File: src/rtl/rr_mux.sv
// rr_mux: N-channel, WIDTH-bit multiplexer with a single registered output
// slot and a valid/ready handshake on every input channel. The channel that
// fills the slot is chosen by round-robin arbitration among requesters.
//
// Build option:
//   RR_MUX_FIXED_PRIO_EN - when defined, the lowest-index valid channel always
//                          wins and no round-robin pointer is kept.
module rr_mux #(
  parameter int WIDTH = 32,
  parameter int N     = 2,
  parameter int SEL_W = $clog2(N)
) (
  input  logic                 clk,
  input  logic                 rst,
  input  logic [N*WIDTH-1:0]   in_data,
  input  logic [N-1:0]         in_valid,
  output logic [N-1:0]         in_ready,
  output logic [WIDTH-1:0]     out_data,
  output logic                 out_valid,
  input  logic                 out_ready,
  output logic [SEL_W-1:0]     out_sel
);

  localparam int unsigned NU = N;

  logic             slot_free;
  logic             grant_vld;
  logic [SEL_W-1:0] grant;
  logic             accept;
  logic [WIDTH-1:0] grant_data;

`ifdef RR_MUX_FIXED_PRIO_EN

  // Fixed priority: the first valid channel counting up from 0 wins.
  always_comb begin
    grant_vld = 1'b0;
    grant     = '0;
    for (int unsigned k = 0; k < NU; k++) begin
      if (!grant_vld && in_valid[SEL_W'(k)]) begin
        grant_vld = 1'b1;
        grant     = SEL_W'(k);
      end
    end
  end

`else

  logic [SEL_W-1:0] ptr;

  // Round-robin: scan ptr, ptr+1, ... wrapping at N; first valid channel wins.
  always_comb begin
    int unsigned idx;
    grant_vld = 1'b0;
    grant     = '0;
    idx       = 0;
    for (int unsigned k = 0; k < NU; k++) begin
      idx = int'(ptr) + k;
      if (idx >= NU) begin
        idx = idx - NU;
      end
      if (!grant_vld && in_valid[SEL_W'(idx)]) begin
        grant_vld = 1'b1;
        grant     = SEL_W'(idx);
      end
    end
  end

  // Pointer advances past the winner only when a word is actually taken;
  // the explicit compare against N-1 handles non-power-of-2 wrap.
  always_ff @(posedge clk or posedge rst) begin
    if (rst) begin
      ptr <= '0;
    end else if (accept) begin
      if (grant == SEL_W'(N - 1)) begin
        ptr <= '0;
      end else begin
        ptr <= grant + 1'b1;
      end
    end
  end

`endif

  // Slot is free when empty or being drained this cycle.
  always_comb begin
    slot_free = ~out_valid | out_ready;
    accept    = slot_free & grant_vld & ~rst;
  end

  // Select the granted channel's word and raise its ready bit only.
  always_comb begin
    grant_data = '0;
    in_ready   = '0;
    for (int unsigned i = 0; i < NU; i++) begin
      if (grant == SEL_W'(i)) begin
        grant_data  = in_data[i*WIDTH +: WIDTH];
        in_ready[i] = accept;
      end
    end
  end

  // Output slot: load on accept, clear valid on drain without accept.
  always_ff @(posedge clk or posedge rst) begin
    if (rst) begin
      out_valid <= 1'b0;
      out_data  <= '0;
      out_sel   <= '0;
    end else if (accept) begin
      out_valid <= 1'b1;
      out_data  <= grant_data;
      out_sel   <= grant;
    end else if (out_valid && out_ready) begin
      out_valid <= 1'b0;
    end
  end

endmodule
File: config.mk
export PLATFORM = sky130hd
export DESIGN_NAME = rr_mux
export DESIGN_NICKNAME = d
export VERILOG_FILES = /design/src/rtl/rr_mux.sv
export SDC_FILE = /design/constraint.sdc
export NUM_CORES = 1
export LEC_CHECK = 0
export CORE_UTILIZATION = 24
export CTS_BUF_LIST = sky130_fd_sc_hd__clkbuf_2 sky130_fd_sc_hd__clkbuf_4 sky130_fd_sc_hd__clkbuf_8
export DETAILED_ROUTE_END_ITERATION = 8
export GPL_ROUTABILITY_DRIVEN = 0
export PLACE_DENSITY = 0.54
export SKIP_LAST_GASP = 1
export SLEW_MARGIN = 20
export SYNTH_ARGS = -nofsm -noshare
export SYNTH_HDL_FRONTEND = slang
export SYNTH_SLANG_ARGS = --single-unit
export TNS_END_PERCENT = 50
File: constraint.sdc
create_clock -name clk -period 4.8 [get_ports clk]
set_input_delay 1.2 -clock clk [delete_from_list [all_inputs] [get_ports clk]]
set_output_delay 1.2 -clock clk [all_outputs]
set_load 0.005 [all_outputs]
==> results of run 1 <==
## flip-flops by register name, summed over array words and instances (netlist names)
signal	count
out_sel	1
ptr	1
out_data	32
out_valid	1
## per-layer routing
| layer | global-route usage, % | part of all wire [%] |
|---|---|---|
| met2 | 25.34 | 45 |
| met5 | 0 | 0 |
| met4 | 4.918 | 1.1 |
| met3 | 3.602 | 7.0 |
| met1 | 22.73 | 46 |
## worst max-delay path, cell delays in order
cell and delay [ns]:
clkdlybuf4s50_1 0.45, buf_4 0.21, nor4b_1 0.37, clkdlybuf4s50_1 0.58
## layout by cell type, fill, tap and decap left out
| cell | synthesis | final |
|---|---|---|
| buf_4 | 0 | 9 |
| nor2_1 | 1 | 1 |
| clkdlybuf4s50_1 | 0 | 104 |
| a2111oi_4 | 1 | 1 |
| clkbuf_8 | 0 | 6 |
| nand2b_1 | 1 | 1 |
| a21o_1 | 2 | 2 |
| nor4b_1 | 1 | 1 |
| or3_1 | 1 | 1 |
| a221o_1 | 32 | 32 |
| clkinv_2 | 0 | 1 |
| nor2b_4 | 1 | 1 |
| nand2_1 | 32 | 32 |
| dfrtp_1 | 35 | 35 |
| nor4_1 | 32 | 32 |
| nor2b_2 | 0 | 1 |
| inv_1 | 2 | 2 |
## power groups by stage
stage | clock [mW] | sequential, mW | combinational [mW]
6_report | 0.219 | 0.390 | 0.322
3_3_place_gp | 0 | 0.394 | 0.323
2_1_floorplan | 0 | 0.396 | 0.117
5_1_grt | 0.238 | 0.396 | 0.346
4_1_cts | 0.226 | 0.390 | 0.326
3_5_place_dp | 0 | 0.394 | 0.324
## how the worst max path moves through the flow
stage,from,endpoint
after floorplan,in_valid[1],in_ready[0]
after global placement,out_ready,in_ready[1]
after detailed placement,out_ready,in_ready[1]
after CTS,out_ready,in_ready[1]
after global routing,out_ready,in_ready[1]
final,in_valid[1],in_ready[1]
## logic make-up (layout without fill, tap and decap cells)
family                 Yosys count  after routing  share of synthesized area (%)
AO/OA/AOI/OAI                   35             35                          20.85
flip-flops                      35             35                          50.32
AND/OR/NAND/NOR                 70             70                          20.99
buffers and inverters           25            122                          7.836
## layout make-up
class                   count  area (um^2)
clock buffers               6        82.58
clock inverters             1        5.005
fillers                   716         3976
inverters                   2        7.507
multi-input cells         105        730.7
flip-flops and latches     35        875.8
well taps                  96        120.1
repair buffers            113         1109
==> summary.txt, run 1 <==
Worst setup path
  – R2R Setup Slk: 2.42 ns
  – FF-to-FF End: out_data[2]
  – Required time of the critical path: 3.60 ns
  – Crit. End Element: output port
  – CP Class: input port to output port
  – Largest fanout on the critical path: 14
  – Startpoint class of the critical path: input port
  – R2R depth: 5
  – Reg2Reg Launch Point: out_valid
  – Crit path DAT: 2.82 ns

Synth
  – #FFs+latches synth: 35
  – Synth top area cells: dfrtp_1, a221o_1, nor4_1
  – Ys flop type: dfrtp_1
  – Mapped Avg Cell Area: 10.55 um^2
  – Post-synth top cells: dfrtp_1, a221o_1, nand2_1, nor4_1, clkbuf_1
  – Synth Cell Area: 1740 um^2
  – Yosys cell types: 16
  – Most frequent cell after synthesis: dfrtp_1
  – Post-synth EDFFs: 0
  – Seq/Total Area, Yosys: 50.32%
  – Yosys warns: 0
  – Share of synthesized registers carrying an async set or reset: 100.0%
  – Syn_nets: 234
  – Synth area leader: dfrtp_1
  – Share of Yosys cell area claimed by the top area cell type: 50.32%
  – Syn Inst Count: 165

Power
  – Pint: 0.6752 mW
  – Max VDD drop: 0.09538 mV
  – Total chip power: 0.9306 mW
  – Clock network fraction of total power: 23.5%
  – Pwr dens: 317.6 nW/um^2
  – Switching Fraction: 27.44%
  – P_leak: 1.173 nW
  – Share of total power in combinational logic: 34.6%
  – Switch Pwr: 0.2554 mW
  – Power share of the sequential group: 41.9%

Placed design
  – DP Wirelength: 4.103 mm
  – Post-DP Area: 2843 um^2
  – IO buf count: 104
  – Pre-CTS setup slack: 0.7933 ns
  – Placed Cells incl. Taps: 351

Worst hold path
  – Worst Hold Class: flip-flop to flip-flop
  – Hold path cells: 1
  – Hold EP: out_sel
  – Worst hold start: out_sel

STA
  – Worst Clk Skew: 0.005991 ns
  – Fmax: 248.5 MHz
  – Minimum clock period: 4.025 ns
  – Final setup violation count: 0
  – Final period utilization: 83.85%
  – RSZ-0062 raised after global routing: false
  – Slew Viols, Final: 0
  – Slew @ Worst Pin: 0.6930 ns
  – Final Worst Setup Slack: 0.7752 ns
  – Sum Neg Setup Slack: 0 ns
  – Worst rel slew slack: 53.80%
  – Fin. Hold Viols: 0
  – Min Hold Slack: 0.4913 ns

Routing
  – WL final: 6.155 mm
  – DR DRC count: 0
  – Detailed-route via count: 1810
  – Final antenna-violating net count: 0
  – Via/cell ratio: 5.056
  – First DRT Iteration DRCs: 82
  – Pre-antenna DRT Iters: 4
  – Per-cell routed wire length: 17.19 um

Cells and area
  – Total inserted antenna cells: 0
  – Final #Nets: 331
  – Final Util: 42.43%
  – Area Growth Syn to Fin: 68.37%
  – Design area: 2930 um^2
  – Final non-filler cell total: 358
  – Layout cells sized above 1: 7.252%

Floorplanning
  – I/O pins: 105
  – # rows: 30
  – Die ar.: 7596 um^2
  – Core area: 6907 um^2
  – Die X: 87.16 um
  – Die height: 87.16 um
  – Starting Density: 25.20%

Global routing
  – Vias in the first global route: 1869
  – Initial antenna violation count: 0
  – GRT Util Overall: 16.33%
  – Gr ovfl total: 0
  – First-pass GRT wire length: 9.480 mm
  – Largest net degree at the start of global routing: 34

CTS
  – Clk_lat worst skew: 0.28 ns
  – Clock transition at path regs: 0.07 ns
  – Number of setup buffers added after CTS: 0
  – TritonCTS clock tree: built
  – CTS root buf: clkbuf_8
  – Cells resized by post-CTS repair: 0
  – CTS Hold Bufs: 0
  – CTS sink cnt: 35
  – Max H-tree Level: 2
  – Clock buffer depth: 2
  – Cts bufs inserted: 5

Status
  – Status: complete, no violations

Job
  – Max cap viols: 0
(Power assumes the default switching activity.)
==> run 2: changes to the inputs <==
Clock period 4.8 ns to 3.9 ns, I/O delays scaled along.
==> summary.txt, run 2 (synthesis gave the netlist of run 1 again) <==
STA
  – Minimum clock period: 3.578 ns
  – Final period utilization: 91.74%
  – Final Worst Setup Slack: 0.3221 ns (was 0.7752 ns)
  – Slew Viols, Final: 0 (unchanged)
  – RSZ-0062 raised after global routing: false (unchanged)
  – Final setup violation count: 0 (unchanged)
  – Worst rel slew slack: 54.18% (was 53.80%)
  – Fmax: 279.5 MHz
  – Fin. Hold Viols: 0 (unchanged)
  – Sum Neg Setup Slack: 0 ns (unchanged)
  – Slew @ Worst Pin: 0.6866 ns (was 0.6930 ns)
  – Min Hold Slack: 0.4799 ns (was 0.4913 ns)
  – Worst Clk Skew: 0.008085 ns (was 0.005991 ns)

Power
  – Max VDD drop: 0.1554 mV (was 0.09538 mV)
  – P_leak: 1.205 nW (was 1.173 nW)
  – Pwr dens: 424.0 nW/um^2 (was 317.6 nW/um^2)

Cells and area
  – Layout cells sized above 1: 7.955% (was 7.252%)
  – Final Util: 43.42% (was 42.43%)
  – Reg with most FFs: out_data (unchanged)
  – Commonest non-fill, non-tap cell in the layout: clkdlybuf4s50_1 (unchanged)
  – Total inserted antenna cells: 0 (unchanged)
  – Max reg flops: 32 (unchanged)
  – Multi-input logic area: 730.7 um^2 (unchanged)
  – Final #Nets: 332 (was 331)
  – Seq. cell area: 875.8 um^2 (unchanged)
  – Area Growth Syn to Fin: 72.32% (was 68.37%)
  – Filler cells: 700 (was 716)
  – Commonest non-fill, non-tap cells in the layout: clkdlybuf4s50_1, dfrtp_1, nand2_1, nor4_1, a221o_1 (unchanged)

CTS
  – CTS Hold Bufs: 0 (unchanged)
  – Clock transition at path regs: 0.06 ns (was 0.07 ns)
  – Cells resized by post-CTS repair: 0 (unchanged)
  – Cts bufs inserted: 5 (unchanged)
  – TritonCTS clock tree: built (unchanged)
  – Clock buffer depth: 2 (unchanged)
  – Number of setup buffers added after CTS: 0 (unchanged)
  – Clk_lat worst skew: 0.28 ns (about the same)
  – CTS sink cnt: 35 (unchanged)
  – Max H-tree Level: 2 (unchanged)
  – CTS root buf: clkbuf_8 (unchanged)

Global routing
  – GRT met3 Usage: 3.602% (unchanged)
  – Gr ovfl total: 0 (unchanged)
  – Vias in the first global route: 1841 (was 1869)
  – Initial antenna violation count: 0 (unchanged)
  – GRT Util Overall: 15.91% (was 16.33%)
  – Met1 usage: 21.65% (was 22.73%)
  – Most Crowded Layer GR: met2 (unchanged)
  – First-pass GRT wire length: 9.335 mm (was 9.480 mm)
  – Largest net degree at the start of global routing: 34 (unchanged)
  – Met2 Resource Use GR: 25.98% (was 25.34%)

Worst setup path
  – Worst path top cell family by delay: buffers and inverters (unchanged)
  – Slowest stage cell, crit path: clkdlybuf4s50_1 (unchanged)
  – Critical path's largest stage delay: 0.59 ns (was 0.58 ns)
  – Crit-path cells: clkdlybuf4s50_1 -> nor2b_2 -> nor4b_1 -> clkdlybuf4s50_1 (was clkdlybuf4s50_1 -> buf_4 -> nor4b_1 -> clkdlybuf4s50_1)
  – Largest fanout on the critical path: 3 (was 14)
  – CP Class: input port to output port (unchanged)
  – Required time of the critical path: 2.92 ns (was 3.60 ns)
  – Buf/Inv on CP: 2 (was 3)
  – Crit path DAT: 2.60 ns (was 2.82 ns)
  – Crit. End Element: output port (unchanged)
  – Most used cell, CP: clkdlybuf4s50_1 (unchanged)
  – Startpoint class of the critical path: input port (unchanged)

Routing
  – DR DRC count: 0 (unchanged)
  – Pre-antenna DRT Iters: 4 (unchanged)
  – Per-cell routed wire length: 16.73 um (was 17.19 um)
  – WL final: 6.022 mm (was 6.155 mm)
  – Final antenna-violating net count: 0 (unchanged)
  – Via/cell ratio: 5.028 (was 5.056)
  – First DRT Iteration DRCs: 100 (was 82)
  – Detailed-route via count: 1810 (unchanged)

Floorplanning
  – Die X: 87.16 um (unchanged)
  – Die height: 87.16 um (unchanged)
  – Core area: 6907 um^2 (unchanged)
  – # rows: 30 (unchanged)
  – Starting Density: 25.20% (unchanged)
  – I/O pins: 105 (unchanged)
  – Die ar.: 7596 um^2 (unchanged)

Placed design
  – Pre-CTS setup slack: 0.3374 ns (was 0.7933 ns)
  – IO buf count: 104 (unchanged)
  – DP Wirelength: 4.088 mm (was 4.103 mm)

Worst hold path
  – Worst Hold Class: flip-flop to flip-flop (unchanged)

Job
  – Max cap viols: 0 (unchanged)

Status
  – Status: complete, no violations (unchanged)
[run 2: final cells by class]
cell class	instances	share of cell area [%]
Multi-Input combinational cell	105	24.36
Tap cell	96	4.005
Sequential cell	35	29.20
Clock buffer	6	2.545
Inverter	2	0.2503
Timing Repair Buffer	114	37.63
Clock inverter	2	2.003
[run 2: through the flow]
stage                     power [mW]  cells  cell area (um^2)
after detailed placement      0.8875    352              2863
after global placement        0.8872    352              2863
after CTS                      1.290    360              2999
after floorplan               0.6318    165              1740
final                          1.272    360              2999
after global routing           1.340    360              2999
[run 2: power by group]
group	switching, mW	internal [mW]
Clock	0.130	0.263
Sequential	0.0431	0.436
Combinational	0.141	0.259
[run 2: worst paths after layout]
kind                        startpoint            to  slack [ns]  cells after the start
min in group asynchronous          rst  out_data[18]        1.48                      3
min                            out_sel       out_sel        0.48                      1
max reg2reg                  out_valid   out_data[9]        1.72                      5
max in group asynchronous          rst       out_sel        1.86                      4
max                        in_valid[0]   in_ready[1]        0.32                      4
min reg2reg                    out_sel       out_sel        0.48                      1
[run 2: routing by layer]
metal / wire length, um / part of all wire (%)
met1: 2865 / 48
met4: 21 / 0.35
met3: 415 / 6.9
met2: 2719 / 45
met5: 0 / 0
